===== config.mk =====
export PLATFORM = sky130hd
export DESIGN_NAME = exe_stage
export DESIGN_NICKNAME = d
export VERILOG_FILES = /design/src/rtl/exe_pkg.sv /design/src/rtl/exe_mul_iter.sv /design/src/rtl/exe_stage.sv
export SDC_FILE = /design/constraint.sdc
export NUM_CORES = 2
export LEC_CHECK = 0
export ABC_AREA = 1
export CAP_MARGIN = 20
export CORE_MARGIN = 5
export CORE_UTILIZATION = 45
export DETAILED_ROUTE_END_ITERATION = 7
export GPL_ROUTABILITY_DRIVEN = 0
export PLACE_DENSITY = 0.72
export SLEW_MARGIN = 20
export SYNTH_ARGS = -nofsm -noshare
export SYNTH_HDL_FRONTEND = slang
export SYNTH_SLANG_ARGS = --single-unit

===== constraint.sdc =====
create_clock -name clk -period 14.4 [get_ports clk]
set_input_delay 2.88 -clock clk [delete_from_list [all_inputs] [get_ports clk]]
set_output_delay 2.88 -clock clk [all_outputs]
set_load 0.02 [all_outputs]

===== src/rtl/exe_pkg.sv =====
// exe_pkg: shared definitions for the execute stage.
//   - control word layout (ctrl_t, 17 bits, bits [16:14] reserved and must be 0)
//   - ALU op encodings, branch condition codes, execute FSM state enum
package exe_pkg;

  localparam int CTRL_W = 17;

  typedef struct packed {
    logic [2:0] rsvd;     // [16:14]
    logic       mac_clr;  // [13]
    logic       mac;      // [12]
    logic       mul;      // [11]
    logic [1:0] br_cond;  // [10:9]
    logic       br;       // [8]
    logic       reg_wr;   // [7]
    logic       mem_wr;   // [6]
    logic       mem_rd;   // [5]
    logic       use_imm;  // [4]
    logic [3:0] alu_op;   // [3:0]
  } ctrl_t;

  typedef enum logic [3:0] {
    ALU_ADD   = 4'd0,
    ALU_SUB   = 4'd1,
    ALU_AND   = 4'd2,
    ALU_OR    = 4'd3,
    ALU_XOR   = 4'd4,
    ALU_SLL   = 4'd5,
    ALU_SRL   = 4'd6,
    ALU_SRA   = 4'd7,
    ALU_SLT   = 4'd8,
    ALU_PASSB = 4'd9
  } alu_op_e;

  localparam logic [1:0] BR_ALWAYS = 2'b00;
  localparam logic [1:0] BR_EQ     = 2'b01;
  localparam logic [1:0] BR_NE     = 2'b10;
  localparam logic [1:0] BR_LT     = 2'b11;

  typedef enum logic [1:0] {
    ST_IDLE = 2'd0,
    ST_MUL  = 2'd1,
    ST_DONE = 2'd2
  } state_e;

endpackage


===== src/rtl/exe_mul_iter.sv =====
// exe_mul_iter: iterative shift-add multiplier, MUL_STEP multiplier bits per cycle.
//   The first step is taken in the start cycle straight from i_a/i_b, the remaining
//   DATA_W/MUL_STEP-1 steps run while busy. o_done pulses in the final step cycle with
//   o_product holding the finished low DATA_W bits (identical for signed/unsigned).
// Ports:
//   clk, rst_n      clock, synchronous active-low reset
//   i_start         load operands and take step 0 (ignored while busy)
//   i_abort         drop the in-flight product
//   i_a, i_b        multiplicand, multiplier
//   o_busy          steps remaining
//   o_done          final step this cycle; o_product is valid
//   o_product       running/final product
module exe_mul_iter #(
  parameter int DATA_W   = 32,
  parameter int MUL_STEP = 2
) (
  input  logic              clk,
  input  logic              rst_n,
  input  logic              i_start,
  input  logic              i_abort,
  input  logic [DATA_W-1:0] i_a,
  input  logic [DATA_W-1:0] i_b,
  output logic              o_busy,
  output logic              o_done,
  output logic [DATA_W-1:0] o_product
);

  localparam int STEPS = DATA_W / MUL_STEP;
  localparam int CW    = $clog2(STEPS) + 1;

  logic              r_busy;
  logic [CW-1:0]     r_cnt;   // steps left, including the one in this cycle
  logic [DATA_W-1:0] r_a, r_b, r_p;
  logic [DATA_W-1:0] w_a, w_b, w_p, w_p_nxt;

  // One radix-2^MUL_STEP step: add the multiplicand shifted by each set multiplier bit.
  always_comb begin
    w_a     = r_busy ? r_a : i_a;
    w_b     = r_busy ? r_b : i_b;
    w_p     = r_busy ? r_p : '0;
    w_p_nxt = w_p;
    for (int j = 0; j < MUL_STEP; j++)
      if (w_b[j]) w_p_nxt = w_p_nxt + (w_a << j);
  end

  always_ff @(posedge clk) begin
    if (!rst_n) begin
      r_busy <= 1'b0;
      r_cnt  <= '0;
      r_a    <= '0;
      r_b    <= '0;
      r_p    <= '0;
    end else if (i_abort) begin
      r_busy <= 1'b0;
    end else if (r_busy) begin
      r_p   <= w_p_nxt;
      r_a   <= w_a << MUL_STEP;
      r_b   <= w_b >> MUL_STEP;
      r_cnt <= r_cnt - CW'(1);
      if (r_cnt == CW'(1)) r_busy <= 1'b0;
    end else if (i_start) begin
      r_p    <= w_p_nxt;
      r_a    <= w_a << MUL_STEP;
      r_b    <= w_b >> MUL_STEP;
      r_cnt  <= CW'(STEPS - 1);
      r_busy <= 1'b1;
    end
  end

  assign o_busy    = r_busy;
  assign o_done    = r_busy & (r_cnt == CW'(1)) & ~i_abort;
  assign o_product = w_p_nxt;

endmodule


===== src/rtl/exe_stage.sv =====
// exe_stage: execute stage between the REG/EXE and EXE/MEM pipeline registers.
//   Single-cycle ALU, branch resolution, load/store address generation, and an
//   iterative MUL/MAC (stalls upstream) with one architectural accumulator.
//   Optional build macro EXE_MAC_SAT_EN: MAC add saturates and a sticky sat_seen
//   flag is kept; otherwise MAC wraps.
// Ports:
//   clk, rst_n        clock, synchronous active-low reset
//   i_valid/i_flush   instruction present / kill current or in-flight instruction
//   i_ctrl            control word (exe_pkg::ctrl_t)
//   i_pc, i_DatA, i_DatB, i_imm, i_Off21, i_OffStore, i_Robj   instruction operands
//   o_stall           upstream must hold
//   o_valid, o_result, o_addr, o_store_data, o_Robj, o_mem_ctrl  EXE/MEM outputs
//   o_br_taken, o_br_target   branch resolution, qualified by o_valid
module exe_stage
  import exe_pkg::*;
#(
  parameter int DATA_W   = 32,
  parameter int REG_W    = 4,
  parameter int CTRL_W   = 17,
  parameter int MUL_STEP = 2
) (
  input  logic              clk,
  input  logic              rst_n,
  input  logic              i_valid,
  input  logic              i_flush,
  input  logic [CTRL_W-1:0] i_ctrl,
  input  logic [DATA_W-1:0] i_pc,
  input  logic [DATA_W-1:0] i_DatA,
  input  logic [DATA_W-1:0] i_DatB,
  input  logic [DATA_W-1:0] i_imm,
  input  logic [DATA_W-1:0] i_Off21,
  input  logic [DATA_W-1:0] i_OffStore,
  input  logic [REG_W-1:0]  i_Robj,
  output logic              o_stall,
  output logic              o_valid,
  output logic [DATA_W-1:0] o_result,
  output logic [DATA_W-1:0] o_addr,
  output logic [DATA_W-1:0] o_store_data,
  output logic [REG_W-1:0]  o_Robj,
  output logic [2:0]        o_mem_ctrl,
  output logic              o_br_taken,
  output logic [DATA_W-1:0] o_br_target
);

  localparam int MSB = DATA_W - 1;

  ctrl_t             w_c;
  logic [DATA_W-1:0] w_opb, w_alu;
  logic              w_cond, w_take, w_take_m, w_abort, w_ovalid;
  logic              w_mul_done;
  logic [DATA_W-1:0] w_prod, w_base, w_mac;
  state_e            r_state, w_state_n;

  logic              r_valid, r_br_taken, r_is_mac, r_clr;
  logic [DATA_W-1:0] r_result, r_addr, r_store, r_br_target;
  logic [DATA_W-1:0] r_acc, r_acc_pend;
  logic [REG_W-1:0]  r_robj;
  logic [2:0]        r_mem_ctrl;

  assign w_c   = ctrl_t'(i_ctrl);
  assign w_opb = w_c.use_imm ? i_imm : i_DatB;

  // ALU; a non-zero reserved field is treated like an undefined op.
  always_comb begin
    w_alu = '0;
    if (w_c.rsvd == 3'b000) begin
      case (w_c.alu_op)
        ALU_ADD:   w_alu = i_DatA + w_opb;
        ALU_SUB:   w_alu = i_DatA - w_opb;
        ALU_AND:   w_alu = i_DatA & w_opb;
        ALU_OR:    w_alu = i_DatA | w_opb;
        ALU_XOR:   w_alu = i_DatA ^ w_opb;
        ALU_SLL:   w_alu = i_DatA << w_opb[4:0];
        ALU_SRL:   w_alu = i_DatA >> w_opb[4:0];
        ALU_SRA:   w_alu = DATA_W'($signed(i_DatA) >>> w_opb[4:0]);
        ALU_SLT:   w_alu = {{(DATA_W-1){1'b0}}, ($signed(i_DatA) < $signed(w_opb))};
        ALU_PASSB: w_alu = w_opb;
        default:   w_alu = '0;
      endcase
    end
  end

  always_comb begin
    w_cond = 1'b0;
    case (w_c.br_cond)
      BR_ALWAYS: w_cond = 1'b1;
      BR_EQ:     w_cond = (i_DatA == i_DatB);
      BR_NE:     w_cond = (i_DatA != i_DatB);
      BR_LT:     w_cond = ($signed(i_DatA) < $signed(i_DatB));
      default:   w_cond = 1'b0;
    endcase
  end

  // New instructions are taken in IDLE and also in DONE (back-to-back issue).
  assign w_take   = rst_n & i_valid & ~i_flush & (r_state != ST_MUL);
  assign w_take_m = w_take & (w_c.mul | w_c.mac);
  assign w_abort  = (r_state == ST_MUL) & i_flush;
  assign o_stall  = rst_n & ((r_state == ST_MUL) | w_take_m);

  exe_mul_iter #(.DATA_W(DATA_W), .MUL_STEP(MUL_STEP)) u_mul (
    .clk       (clk),
    .rst_n     (rst_n),
    .i_start   (w_take_m),
    .i_abort   (w_abort),
    .i_a       (i_DatA),
    .i_b       (w_opb),
    .o_busy    (),
    .o_done    (w_mul_done),
    .o_product (w_prod)
  );

  assign w_base = r_clr ? '0 : r_acc;

`ifdef EXE_MAC_SAT_EN
  logic              w_ovf;
  logic [DATA_W-1:0] w_sum;
  logic              r_sat_pend, r_sat_seen;

  // Signed overflow: addends share a sign that the sum does not.
  always_comb begin
    w_sum = w_base + w_prod;
    w_ovf = ~r_clr & (r_acc[MSB] == w_prod[MSB]) & (w_sum[MSB] != r_acc[MSB]);
    w_mac = w_sum;
    if (w_ovf) w_mac = r_acc[MSB] ? {1'b1, {(DATA_W-1){1'b0}}} : {1'b0, {(DATA_W-1){1'b1}}};
  end

  always_ff @(posedge clk) begin
    if (!rst_n) begin
      r_sat_pend <= 1'b0;
      r_sat_seen <= 1'b0;
    end else begin
      if ((r_state == ST_MUL) && w_mul_done) r_sat_pend <= w_ovf;
      if ((r_state == ST_DONE) && !i_flush && r_is_mac)
        r_sat_seen <= (r_sat_seen & ~r_clr) | r_sat_pend;
    end
  end
`else
  assign w_mac = w_base + w_prod;
`endif

  always_comb begin
    w_state_n = r_state;
    case (r_state)
      ST_IDLE: if (w_take_m) w_state_n = ST_MUL;
      ST_MUL: begin
        if (i_flush)         w_state_n = ST_IDLE;
        else if (w_mul_done) w_state_n = ST_DONE;
      end
      ST_DONE: w_state_n = w_take_m ? ST_MUL : ST_IDLE;
      default: w_state_n = ST_IDLE;
    endcase
  end

  always_ff @(posedge clk) begin
    if (!rst_n) r_state <= ST_IDLE;
    else        r_state <= w_state_n;
  end

  // The MAC result is held pending through DONE and only committed to the
  // accumulator if DONE is not flushed.
  always_ff @(posedge clk) begin
    if (!rst_n) begin
      r_valid     <= 1'b0;
      r_br_taken  <= 1'b0;
      r_result    <= '0;
      r_addr      <= '0;
      r_store     <= '0;
      r_br_target <= '0;
      r_robj      <= '0;
      r_mem_ctrl  <= '0;
      r_is_mac    <= 1'b0;
      r_clr       <= 1'b0;
      r_acc       <= '0;
      r_acc_pend  <= '0;
    end else begin
      r_valid    <= 1'b0;
      r_br_taken <= 1'b0;
      if (w_take) begin
        r_robj      <= i_Robj;
        r_mem_ctrl  <= {w_c.reg_wr, w_c.mem_wr, w_c.mem_rd};
        r_store     <= i_DatB;
        r_addr      <= i_DatA + i_OffStore;
        r_br_target <= i_pc + i_Off21;
        r_is_mac    <= w_c.mac;
        r_clr       <= w_c.mac_clr;
        if (!w_take_m) begin
          r_valid    <= 1'b1;
          r_result   <= w_alu;
          r_br_taken <= w_c.br & w_cond;
        end
      end else if ((r_state == ST_MUL) && w_mul_done) begin
        r_valid  <= 1'b1;
        r_result <= r_is_mac ? w_mac : w_prod;
        if (r_is_mac) r_acc_pend <= w_mac;
      end
      if ((r_state == ST_DONE) && !i_flush && r_is_mac) r_acc <= r_acc_pend;
    end
  end

  assign w_ovalid     = r_valid & ~((r_state == ST_DONE) & i_flush);
  assign o_valid      = w_ovalid;
  assign o_result     = r_result;
  assign o_addr       = r_addr;
  assign o_store_data = r_store;
  assign o_Robj       = r_robj;
  assign o_mem_ctrl   = w_ovalid ? r_mem_ctrl : 3'b000;
  assign o_br_taken   = w_ovalid & r_br_taken;
  assign o_br_target  = r_br_target;

endmodule


# Word-level counts from Yosys, hierarchy flattened
# Index checks and enable logic that the tools add are counted.
totals:
  ff_bits: 307
  elab_cells: 124
classes:
  addsub: 8
  n_lt_le_gt_ge: 2
  eq_ne: 21
  shift: 3
  muxes: 34
  bitwise: 22
  reduce_logical: 16
ops:
  columns: ["cell", "n"]
  rows:
  - ["2-to-1 mux 32 bit", 18]
  - ["one-hot mux 32 bit (10 select lines)", 1]
  - ["adder 32 bit", 6]
  - ["less-than comparator 32 bit", 2]
  - ["bitwise AND 32 bit", 1]
  - ["== test 32 bit", 1]
  - ["inequality test 32 bit", 1]
  - ["OR 32 bit", 1]
  - ["<< shifter 32 x 5 -> 32 bit", 1]
  - ["right shift 32 x 5 -> 32 bit", 1]
  - [">>> shifter 32 x 5 -> 32 bit", 1]
  - ["subtractor 32 bit", 1]
  - ["XOR 32 bit", 1]
  - ["== test 4 x 3 -> 1 bit (second input constant)", 4]
  - ["bitwise AND 1 bit", 12]
  - ["2-to-1 mux 5 bit", 2]
  - ["== test 4 x 2 -> 1 bit (second input constant)", 2]
  - ["== test 4 bit (second input constant)", 2]
  - ["2-to-1 mux 1 bit", 7]
  - ["== test 2 bit (second input constant)", 3]
  - ["2-to-1 mux 2 bit", 3]
  - ["one-hot mux 2 bit (3 select lines)", 1]
  - ["AND reduction 2 bit", 3]
  - ["== test 5 x 1 -> 1 bit (second input constant)", 1]
  - ["19 further kinds", 30]

# Logic depth before layout (Yosys ltp)
logic_depth:
  word_depth: 9
  ltp_mapped: 48
  depth_no_buf: 43

# Cells and area by module
# A second synthesis with hierarchy kept.
hier_totals:
  cells_unflattened: 5862
  hier_area_um2: 34096.5
modules_own_cells:
  columns: ["mod", "instances", "cells_per_inst", "area_per_inst_um2", "seq_area_each_um2"]
  rows:
  - ["exe_stage", 1, 4368, 24948.9, 4103.9]
  - ["exe_mul_iter", 1, 1494, 9147.5, 1961.9]

# Least setup slack after synthesis
# OpenSTA, ideal clock, no wires.
synth_timing:
  path_kind: "input -> register"
  from: "input i_DatA[3]"
  to: "register r_result[22], in the netlist o_result[22]"
  arrival_time_ps: 7334
  required_time_ps: 14281
  setup_slack_ps: 6947
  stages: 39
  path_buffers: 0
  path_cell_list: "inv_1 > o21ai_0 > ha_1 > nand2_1 > inv_1 > nor2_1 > nand2_1 > nand2_1 > nand2_1 > a21oi_1 > o21ai_0 > o21ai_0 > ha_1 > nand2_1 > inv_1 > nand2_1 > nand3_1 > inv_1 > (+3 left out) > or2_2 > nand3_1 > nand2_1 > inv_1 > ha_1 > a21o_1 > o21bai_1 > a21oi_1 > nand2_1 > a21oi_1 > o21ai_0 > or2_2 > nand3_1 > nand2_1 > inv_1 > nand2_1 > inv_1 > a21oi_1"
synth_between:
  elab_chain_len: 9
synth_lines:
  columns: ["item", "line", "text"]
  rows:
  - ["start, declared", "exe_stage.sv:28", "input logic [DATA_W-1:0] i_DatA,"]
  - ["2-to-1 mux 32 bit (*)", "exe_mul_iter.sv:38", "w_a = r_busy ? r_a : i_a;"]
  - ["named net u_mul.w_a[3]", "exe_mul_iter.sv:34", "logic [DATA_W-1:0] w_a, w_b, w_p, w_p_nxt;"]
  - ["adder 32 bit", "exe_mul_iter.sv:43", "if (w_b[j]) w_p_nxt = w_p_nxt + (w_a << j);"]
  - ["2-to-1 mux 32 bit", "exe_mul_iter.sv:43", null]
  - ["adder 32 bit", "exe_mul_iter.sv:43", null]
  - ["2-to-1 mux 32 bit (*)", "exe_mul_iter.sv:43", null]
  - ["named net u_mul.o_product[13]", "exe_mul_iter.sv:25", "output logic [DATA_W-1:0] o_product"]
  - ["adder 32 bit (*)", "exe_stage.sv:138", "assign w_mac = w_base + w_prod;"]
  - ["2-to-1 mux 32 bit (*)", "exe_stage.sv:193", "r_result <= r_is_mac ? w_mac : w_prod;"]
  - ["2-to-1 mux 32 bit (*)", "exe_stage.sv:191", "end else if ((r_state == ST_MUL) && w_mul_done) begin"]
  - ["2-to-1 mux 32 bit (*)", "exe_stage.sv:178", "if (w_take) begin"]
  - ["end signal, assigned", "exe_stage.sv:188", "r_result <= w_alu;"]
  - ["end signal, assigned", "exe_stage.sv:193", null]
  - ["end, declared", "exe_stage.sv:55", "logic [DATA_W-1:0] r_result, r_addr, r_store, r_br_target;"]
# Mark *: on every way through the listed nets, which the timed path passes. The rest lies on a longest branch. The select of a mux whose other input is x is not followed.
# A chain may end at the register's enable or synchronous reset.

# Final worst setup path
layout_timing:
  from: "input i_ctrl[4]"
  to: "register r_result[10], in the netlist o_result[10]"
layout_between:
  elab_chain_len: 9
layout_lines:
  columns: ["item", "line", "text"]
  rows:
  - ["start, declared", "exe_stage.sv:26", "input logic [CTRL_W-1:0] i_ctrl,"]
  - ["2-to-1 mux 32 bit (*)", "exe_stage.sv:61", "assign w_opb = w_c.use_imm ? i_imm : i_DatB;"]
  - ["2-to-1 mux 32 bit (*)", "exe_mul_iter.sv:39", "w_b = r_busy ? r_b : i_b;"]
  - ["2-to-1 mux 32 bit", "exe_mul_iter.sv:43", null]
  - ["adder 32 bit", "exe_mul_iter.sv:43", null]
  - ["2-to-1 mux 32 bit (*)", "exe_mul_iter.sv:43", null]
  - ["named net u_mul.o_product[5]", "exe_mul_iter.sv:25", null]
  - ["adder 32 bit (*)", "exe_stage.sv:138", null]
  - ["2-to-1 mux 32 bit (*)", "exe_stage.sv:193", null]
  - ["2-to-1 mux 32 bit (*)", "exe_stage.sv:191", null]
  - ["2-to-1 mux 32 bit (*)", "exe_stage.sv:178", null]
# Marked as above.

==> impl_metrics.csv <==
group,metric,value,unit
detailed_routing,wl_per_cell,21.5,microns
layout,layout-drive-gt1-share,3.64,%
synth,synthesis.nets,5924,
critical_path,path_buf_inv,6,
synth,synth_edf_count,0,
synth,synth_area_leaders,"dfxtp_1, nand2_1, ha_1",
critical_path,r2r_cells,37,
floorplan,die_area,76700,sq um
clock_tree,worstSkewPairLatency,0.62,ns
status,violations,"design-rule violations",
synth,synth_seq_cells,303,
status,status,"complete, but fails checks",
critical_path,r2r_setup_slack,6.61,ns
critical_path,crit_path_start_kind,"input pin",
sta,setup_tns,0,ns
global_routing,grt_max_degree,126,
power_and_ir_drop,power_density,88.3,nW/um^2
sta,finalHoldViolCount,0,
synth,synthFlopType,"dfxtp_1",
min_path,hold_class,"register to register",
critical_path,cp_top_family,"compound AO/OA/AOI/OAI gates",
global_routing,grt_pass1_vias,35800,
detailed_routing,vias,39400,
min_path,hold_end,"u_mul.r_cnt[4]",
detailed_routing,drtIter0Drc,6039,
critical_path,crit_type,"input pin to register",
layout,fin_area,37600,sq um
placement,place_inst,6532,
synth,seq_area_frac_synth,18.9,%
floorplan,rows,98,
sta,finClkSkew,0.0532,ns
clock_tree,cts_resized,0,
layout,seq_area,6070,sq um
clock_tree,cts_buffer_depth,3,
clock_tree,hold_buffers,0,
sta,report.final.slew_viol_count,0,
clock_tree,cts_tree,"yes",
clock_tree,clk_pin_slew_worst_paths,0.06,ns
layout,area_growth,17.3,%
placement,portBuffers,354,
sta,finalCriticalPeriod,10.10,ns
placement,dpl_worst_slack,4.01,ns
synth,yosys_warnings,0,
job,drv_cap,0,
detailed_routing,ant_nets,0,
synth,ys_async_sr_fraction,0,%
critical_path,cp_slowest_cell,"o21ai_0",
clock_tree,cts_setup_buffers,0,
placement,placed_area,36100,sq um
placement,hpwl,111000,microns
global_routing,grt_overflow,0,
critical_path,crit_fanout,35,
clock_tree,htree_num_levels,2,
critical_path,r2r-start,"u_mul.o_busy",
detailed_routing,viasPerCell,5.95,
global_routing,track_usage,34.6,%
sta,max_slew_margin,15.3,%
min_path,min_path_cells,1,
synth,ys_types,59,
floorplan,ios,355,
detailed_routing,drt_wl_total,142000,microns
detailed_routing,drc,4,
floorplan,chipHeight,277,microns
sta,worst_pin_slew,1.26,ns
sta,fin_crit_sh,70.1,%
synth,syn_area,32100,sq um
layout,nets,6133,
floorplan,die_w,277,microns
sta,max_clock_freq,99.0,MHz
critical_path,crit_top_cell,"nand2_1",
layout,nFillCells,7402,
floorplan,start_util,45.1,%
synth,syn_avg_cell_area,5.92,sq um
critical_path,cp-end-kind,"register",
min_path,hp-start,"u_mul.r_cnt[4]",
floorplan,coreArea,71100,sq um
sta,finalWorstSetupSlack,4.30,ns
critical_path,worstPathArrival,10.58,ns
layout,finalNonFillerCells,6617,
synth,synth_top_area_share,18.9,%
clock_tree,cts_buffers,39,
synth,yosysTopAreaCell,"dfxtp_1",
detailed_routing,drt_pre_antenna_iters,8,
critical_path,worstReg2RegEnd,"o_result[20]",
critical_path,crit_required,14.88,ns
power_and_ir_drop,p_leak,18.1,nW
synth,syn_inst,5416,
layout,multiInputGateArea,22300,sq um
power_and_ir_drop,ir_worst_vdd,78.6,uV
global_routing,grt_pass1_wl,212000,microns
power_and_ir_drop,fin_total_pwr,3.32,mW
critical_path,slowest_delay,0.60,ns
clock_tree,cts_num_sinks,303,
clock_tree,cts_root_buf,"clkbuf_16",
sta,rsz0062_at_grt,"no",
global_routing,antenna_found_initial,6,
sta,finalSetupViolations,0,
[Yosys cell counts, types with 7 or more instances]
master and count:
nand3_1 293, o22ai_1 22, xnor2_1 29, clkbuf_1 136
nor4_1 12, o21ai_0 621, buf_6 10, buf_1 18
and2_1 9, nand3b_1 13, buf_2 59, a221oi_1 7
ha_1 285, dfxtp_1 303, o211ai_1 52, inv_2 10
nor3_1 67, o2111ai_1 11, o21a_1 14, a21boi_0 13
nand4_1 62, nand2_1 1244, o21bai_1 32, a21o_1 26
o221ai_1 12, mux2i_1 26, a211oi_1 22, a21oi_1 484
a31oi_1 53, inv_1 709, o21ai_1 65, nor2_1 526
xor2_1 57, or2_2 46
[worst max-delay path by stage]
stage / slack [ns] / startpoint / to / depth (start not counted)
after floorplan: 6.95 / i_DatA[3] / o_result[22] / 39
after global placement: 3.95 / i_ctrl[4] / o_result[10] / 24
after detailed placement: 4.01 / i_ctrl[4] / o_result[10] / 24
after CTS: 4.63 / i_ctrl[4] / o_result[10] / 24
after global routing: 4.00 / i_ctrl[4] / o_result[10] / 28
final: 4.30 / i_ctrl[4] / o_result[10] / 28
[state kept, by name, indices dropped and copies added (netlist names), 32 cells and up]
name / cells
o_addr: 32
o_br_target: 32
o_result: 32
o_store_data: 32
r_acc: 32
r_acc_pend: 32
u_mul.r_p: 32
[power breakdown]
part,total [mW],switching [mW],internal (mW)
Clock,1.11,0.459,0.646
Combinational,1.31,0.891,0.420
Sequential,0.907,0.0268,0.880
[metal layers]
| layer | global-route usage (%) | part of all wire, % | wire, microns |
|---|---|---|---|
| met1 | 44.3 | 39 | 54900 |
| met2 | 51.2 | 40 | 57300 |
| met3 | 13.0 | 15 | 21100 |
| met4 | 16.7 | 6.1 | 8620 |
| met5 | 1.25 | 0.12 | 170 |
[layout make-up]
type / instances / share of cell area (%)
clock inverters: 24 / 0.921
flip-flops and latches: 303 / 16.1
clock buffers: 48 / 2.84
multi-input cells: 4162 / 59.3
well taps: 950 / 3.16
diodes: 11 / 0.0731
repair buffers: 396 / 10.3
inverters: 723 / 7.24
[through the flow]
stage | hold WS, ns | utilization, %
final | 0.447 | 52.9
after global routing | 0.462 | 52.9
after CTS | 0.446 | 52.8
after detailed placement | 0.433 | 50.8
after global placement | 0.427 | 50.8
after floorplan | 0.412 | -
[worst register-to-register path, delay by kind of cell, from the launching register on]
kind / cells / cell delay, ns
XOR/XNOR: 1 / 0.16
AND/OR/NAND/NOR: 23 / 3.14
adder cells (fa/ha/maj): 3 / 1.15
AO/OA/AOI/OAI: 5 / 1.56
buffers and inverters: 5 / 0.97
flip-flops: 1 / 0.74
[logic make-up (layout without fill, tap and decap cells)]
kind of cell / count (synthesis) / count (layout) / share of synthesized area, %
adder cells (fa/ha/maj): 291 / 291 / 11.5
other: 1 / 12 / 0.0117
multiplexers: 26 / 26 / 0.811
AND/OR/NAND/NOR: 2294 / 2294 / 29.7
AO/OA/AOI/OAI: 1464 / 1464 / 25.1
XOR/XNOR: 86 / 86 / 2.35
buffers and inverters: 951 / 1191 / 11.7
flip-flops: 303 / 303 / 18.9
[layout by cell type, fill, tap and decap left out, types with 14 or more instances in the layout]
master and count:
a211oi_1 22, nand3_1 292, nand4_1 62, nor2_1 523, buf_4 40, o22ai_1 22
inv_1 707, nand2_1 1242, a31oi_1 53, xor2_1 57, o21ai_0 617, mux2i_1 26
nor3_1 65, o21a_1 14, a21o_1 26, o21bai_1 32, dfxtp_1 302, o21ai_1 69
a21oi_1 484, clkbuf_16 39, xnor2_1 29, clkdlybuf4s50_1 353, o211ai_1 52, or2_2 46
ha_1 285
Power figures use the tool's default switching activity.
